<file path="config.mk">
export PLATFORM = sky130hd
export DESIGN_NAME = branch_exec_unit
export DESIGN_NICKNAME = d
export VERILOG_FILES = /design/src/rtl/branch_exec_unit.sv
export SDC_FILE = /design/constraint.sdc
export NUM_CORES = 1
export LEC_CHECK = 0
export ABC_AREA = 1
export CAP_MARGIN = 40
export CORE_MARGIN = 2
export CORE_UTILIZATION = 45
export CTS_CLUSTER_SIZE = 14
export DETAILED_ROUTE_END_ITERATION = 16
export PLACE_DENSITY_LB_ADDON = 0.1
export SYNTH_ARGS = -nofsm -noshare
export SYNTH_HDL_FRONTEND = slang
export SYNTH_SLANG_ARGS = --single-unit
export TNS_END_PERCENT = 20
</file>
<file path="constraint.sdc">
create_clock -name clk -period 2.56 [get_ports clk]
set_input_delay 0.384 -clock clk [delete_from_list [all_inputs] [get_ports clk]]
set_output_delay 0.384 -clock clk [all_outputs]
set_load 0.02 [all_outputs]
</file>
<file path="src/rtl/branch_exec_unit.sv">
// Branch/jump execution stage: resolves direction, target and link value for one
// issued instruction per cycle and buffers results in a small FIFO feeding the CDB.
module branch_exec_unit #(
  parameter int DATA_W = 32,
  parameter int TAG_W  = 4,
  parameter int OP_W   = 6,
  parameter int DEPTH  = 2
) (
  input  logic              clk,
  input  logic              rst,
  input  logic              rdy,
  input  logic              clear,
  input  logic              in_valid,
  input  logic [OP_W-1:0]   in_op,
  input  logic [DATA_W-1:0] in_reg1,
  input  logic [DATA_W-1:0] in_reg2,
  input  logic [DATA_W-1:0] in_imm,
  input  logic [DATA_W-1:0] in_pc,
  input  logic [TAG_W-1:0]  in_tag,
  output logic              stall,
  output logic              cdb_valid,
  output logic [TAG_W-1:0]  cdb_tag,
  output logic [DATA_W-1:0] cdb_data,
  output logic              cdb_taken,
  output logic [DATA_W-1:0] cdb_target,
  input  logic              cdb_grant,
  output logic              overflow
);

  localparam logic [OP_W-1:0] OP_BEQ  = OP_W'(1);
  localparam logic [OP_W-1:0] OP_BNE  = OP_W'(2);
  localparam logic [OP_W-1:0] OP_BLT  = OP_W'(3);
  localparam logic [OP_W-1:0] OP_BGE  = OP_W'(4);
  localparam logic [OP_W-1:0] OP_BLTU = OP_W'(5);
  localparam logic [OP_W-1:0] OP_BGEU = OP_W'(6);
  localparam logic [OP_W-1:0] OP_JAL  = OP_W'(7);
  localparam logic [OP_W-1:0] OP_JALR = OP_W'(8);

  localparam int PTR_W = $clog2(DEPTH);
  localparam int CNT_W = $clog2(DEPTH + 1);

  typedef struct packed {
    logic [TAG_W-1:0]  tag;
    logic [DATA_W-1:0] data;
    logic              taken;
    logic [DATA_W-1:0] target;
  } entry_t;

  entry_t             mem_q [DEPTH];
  entry_t             mem_d [DEPTH];
  logic [PTR_W-1:0]   rd_ptr_q, rd_ptr_d;
  logic [PTR_W-1:0]   wr_ptr_q, wr_ptr_d;
  logic [CNT_W-1:0]   count_q, count_d;
  logic               overflow_q, overflow_d;

  logic [DATA_W-1:0]  pc4, br_target, jalr_target;
  entry_t             res;
  logic               full, do_deq, do_enq, do_drop;

  always_comb begin
    pc4         = in_pc + DATA_W'(4);
    br_target   = in_pc + in_imm;
    jalr_target = (in_reg1 + in_imm) & ~DATA_W'(1);
    res         = '0;
    res.tag     = in_tag;
    res.target  = pc4;
    case (in_op)
      OP_BEQ:  res.taken = (in_reg1 == in_reg2);
      OP_BNE:  res.taken = (in_reg1 != in_reg2);
      OP_BLT:  res.taken = ($signed(in_reg1) <  $signed(in_reg2));
      OP_BGE:  res.taken = ($signed(in_reg1) >= $signed(in_reg2));
      OP_BLTU: res.taken = (in_reg1 <  in_reg2);
      OP_BGEU: res.taken = (in_reg1 >= in_reg2);
      OP_JAL, OP_JALR: begin
        res.taken = 1'b1;
        res.data  = pc4;
      end
      default: res.taken = 1'b0;
    endcase
    if (in_op == OP_JALR)
      res.target = jalr_target;
    else if (res.taken)
      res.target = br_target;
  end

  // A dequeue frees the head slot first, so a full FIFO can still accept in the same cycle.
  always_comb begin
    full     = (count_q == CNT_W'(DEPTH));
    do_deq   = rdy && !clear && (count_q != '0) && cdb_grant;
    do_enq   = rdy && !clear && in_valid && (!full || do_deq);
    do_drop  = rdy && !clear && in_valid && full && !do_deq;

    mem_d      = mem_q;
    rd_ptr_d   = rd_ptr_q;
    wr_ptr_d   = wr_ptr_q;
    count_d    = count_q;
    overflow_d = overflow_q || do_drop;

    if (do_enq) begin
      mem_d[wr_ptr_q] = res;
      wr_ptr_d        = wr_ptr_q + PTR_W'(1);
    end
    if (do_deq)
      rd_ptr_d = rd_ptr_q + PTR_W'(1);
    if (do_enq && !do_deq)
      count_d = count_q + CNT_W'(1);
    else if (do_deq && !do_enq)
      count_d = count_q - CNT_W'(1);

    if (rdy && clear) begin
      rd_ptr_d = '0;
      wr_ptr_d = '0;
      count_d  = '0;
    end
  end

  always_ff @(posedge clk) begin
    if (rst) begin
      for (int i = 0; i < DEPTH; i++) mem_q[i] <= '0;
      rd_ptr_q   <= '0;
      wr_ptr_q   <= '0;
      count_q    <= '0;
      overflow_q <= 1'b0;
    end else if (rdy) begin
      for (int i = 0; i < DEPTH; i++) mem_q[i] <= mem_d[i];
      rd_ptr_q   <= rd_ptr_d;
      wr_ptr_q   <= wr_ptr_d;
      count_q    <= count_d;
      overflow_q <= overflow_d;
    end
  end

  always_comb begin
    stall      = (count_q >= CNT_W'(DEPTH - 1));
    cdb_valid  = (count_q != '0);
    cdb_tag    = mem_q[rd_ptr_q].tag;
    cdb_data   = mem_q[rd_ptr_q].data;
    cdb_taken  = mem_q[rd_ptr_q].taken;
    cdb_target = mem_q[rd_ptr_q].target;
    overflow   = overflow_q;
  end

endmodule

</file>
==> impl_metrics.env <==
export IMPL_rsz0062_at_grt="yes"
export IMPL_htree_levels=4
export IMPL_clock_skew_ps=7.15
export IMPL_crit_slowest_cell="clkdlybuf4s50_1"
export IMPL_multiInputGateArea_um2=9530
export IMPL_fp_dieArea_um2=29500
export IMPL_fillCellCount=2305
export IMPL_viasPerCell=5.25
export IMPL_grt_pass1_wl_um=71800
export IMPL_placed_cell_area_um2=17900
export IMPL_worstHoldPathType="reg2reg"
export IMPL_final_cell_mix="nand2_1, buf_4, inv_1"
export IMPL_drive_gt1_frac=0.284
export IMPL_fp_dieW_um=172
export IMPL_dp_cells=2890
export IMPL_syn_inst=1994
export IMPL_synth_seq_cells=143
export IMPL_io_pin_count=216
export IMPL_routed_wl_um=48800
export IMPL_utilization=0.723
export IMPL_power_mw=7.89
export IMPL_yosys_top_cells_area="dfxtp_1, nand2_1, ha_1"
export IMPL_slowest_delay_ps=600
export IMPL_hold_violations=0
export IMPL_antenna_found_initial=0
export IMPL_layout_area_seq_um2=2870
export IMPL_cp_common_cell="o21ai_0"
export IMPL_grt_total_usage=0.309
export IMPL_critPathKind="in2reg"
export IMPL_postRouteAntennaNets=0
export IMPL_cts_buffer_depth=2
export IMPL_die_h_um=172
export IMPL_path_max_fanout=4
export IMPL_pre_cts_ws_ps=-789
export IMPL_finalSetupViolCount=0
export IMPL_maxCapViolCount=0
export IMPL_cp_start_kind="input pin"
export IMPL_syn_num_nets=2238
export IMPL_p_leak_nw=10.2
export IMPL_cts_buffers=17
export IMPL_area_delta_synth_final_pct=58.7
export IMPL_synth_main_ff_cell="dfxtp_1"
export IMPL_cts_sinks=143
export IMPL_status="finished clean"
export IMPL_finalNonFillerCells=2946
export IMPL_cts_clk_slew_worst_paths_ps=60
export IMPL_yosysWarnings=0
export IMPL_clock_fmax_mhz=391
export IMPL_final_nets=2799
export IMPL_worst_pin_slew_ps=677
export IMPL_syn_area_um2=12700
export IMPL_fin_area_um2=20100
export IMPL_wl_per_cell_um=16.6
export IMPL_timing_final_max_slew_violations=0
export IMPL_initial_utilization=0.456
export IMPL_core_um2=27800
export IMPL_cp_required_ps=2880
export IMPL_peakVddDrop_mv=0.426
export IMPL_grt_max_degree=75
export IMPL_diodes=0
export IMPL_final_common_cell="nand2_1"
export IMPL_cp_arrival_ps=2880
export IMPL_grt_pass1_vias=14400
export IMPL_dp_hpwl_um=36700
export IMPL_num_rows=61
export IMPL_gp_congestion=0.936
export IMPL_dr_total_vias=15500
export IMPL_cts_tree="yes"
export IMPL_finalCritPeriodShare=0.999
export IMPL_yosysTopAreaCell="dfxtp_1"
export IMPL_globalRoute_totalOverflow=0
export IMPL_end_kind="flop"
export IMPL_port_buffers=215
export IMPL_p_per_area_nw_per_um2=393
export IMPL_worst_hold_slack_ps=447
export IMPL_avgSynthCellArea_um2=6.35
export IMPL_yosysTopAreaCellShare=0.226
export IMPL_insertion_delay_ps=420
export IMPL_relSlewSlack=0.548
export IMPL_setup_tns_ps=0
export IMPL_async_flop_share=0
export IMPL_setup_ws_ps=1.43
export IMPL_yosysUniqueCellTypes=49
export IMPL_seq_area_frac_synth=0.226
export IMPL_cts_root_buf="clkbuf_16"
export IMPL_dr_first_iter_drc_count=1112
export IMPL_crit_chain="clkdlybuf4s50_1 > ha_1 > a21oi_2 > o21ai_0 > a21oi_1 > o21ai_0 > buf_4 > a21o_1 > xnor2_1 > nand2_2 > nand3_2 > nand3_1 > nand2_1 > inv_1"
export IMPL_drc=0
export IMPL_synth_edf_count=0
export IMPL_min_period_ps=2560
export IMPL_drt_pre_antenna_iters=6
==> critical path: cells and delay by family <==
kind                     cells  cell delay, ps
AO/OA/AOI/OAI                5             670
XOR/XNOR                     1             330
adder cells (fa/ha/maj)      1             320
buffers and inverters        3             800
AND/OR/NAND/NOR              4             360
==> area by class of cell <==
| class | count | area share |
|---|---|---|
| Inverter | 281 | 0.0527 |
| Multi-Input combinational cell | 1497 | 0.474 |
| Clock buffer | 20 | 0.0227 |
| Sequential cell | 143 | 0.143 |
| Clock inverter | 12 | 0.00785 |
| Tap cell | 378 | 0.0235 |
| Timing Repair Buffer | 615 | 0.276 |
==> power by group <==
group          switching, mW  internal, mW
clock                  0.984          1.59
sequential            0.0266          2.30
combinational           1.56          1.44
total                   2.57          5.32
==> final timing paths <==
kind | from | endpoint | slack, ps | cells after the start
worst min register to register | mem_q[136] | mem_q[136] | 450 | 2
worst max register to register | count_q[0] | count_q[1] | 510 | 10
worst max-delay path | in_pc[8] | mem_q[90] | 1 | 14
worst min-delay path | mem_q[136] | mem_q[136] | 450 | 2
==> state kept, by name, indices dropped and copies added, names as in the netlist <==
signal and flops:
count_q 2, mem_q 138, overflow 1, rd_ptr_q 1
wr_ptr_q 1
==> synthesized netlist by cell type, drive strengths merged (2+ instances only) <==
cell / count
nor4: 6
nor2: 118
o31ai: 3
ha: 98
clkinv: 3
o21bai: 14
xor2: 35
nand2: 499
nor3b: 2
nand3: 180
o21a: 27
a211oi: 3
nor3: 27
buf: 24
nand3b: 4
or2: 21
a31oi: 7
a21boi: 6
and3: 2
a21oi: 203
nand4: 20
xnor2: 25
a21o: 10
inv: 278
o21ai: 177
clkbuf: 49
fa: 2
dfxtp: 143
==> logic make-up after synthesis <==
kind of cell,Yosys count,synth area share
and+or+nand+nor,880,0.325
xor gates and xnor gates,60,0.0415
adders and majority gates,100,0.100
AOI/OAI and AO/OA,457,0.197
DFF,143,0.226
buffers and inverters,354,0.111
==> timing repair <==
item,4_1_cts,5_1_grt
gates resized for setup,126,237
endpoints found under the setup margin,66,98
endpoints found under the hold margin,0,0
gates cloned,2,5
hold buffers,0,0
buffers inserted,6,11
pin swaps,18,28
==> routing by layer <==
layer  vias up  wire length (um)  track usage
li1       7665                 -            -
met1      7171             21500        0.419
met2       543             23200        0.518
met3        91              2780       0.0324
met4         0              1370       0.0906
met5         -                 0            0
Power figures use the tool's default switching activity.
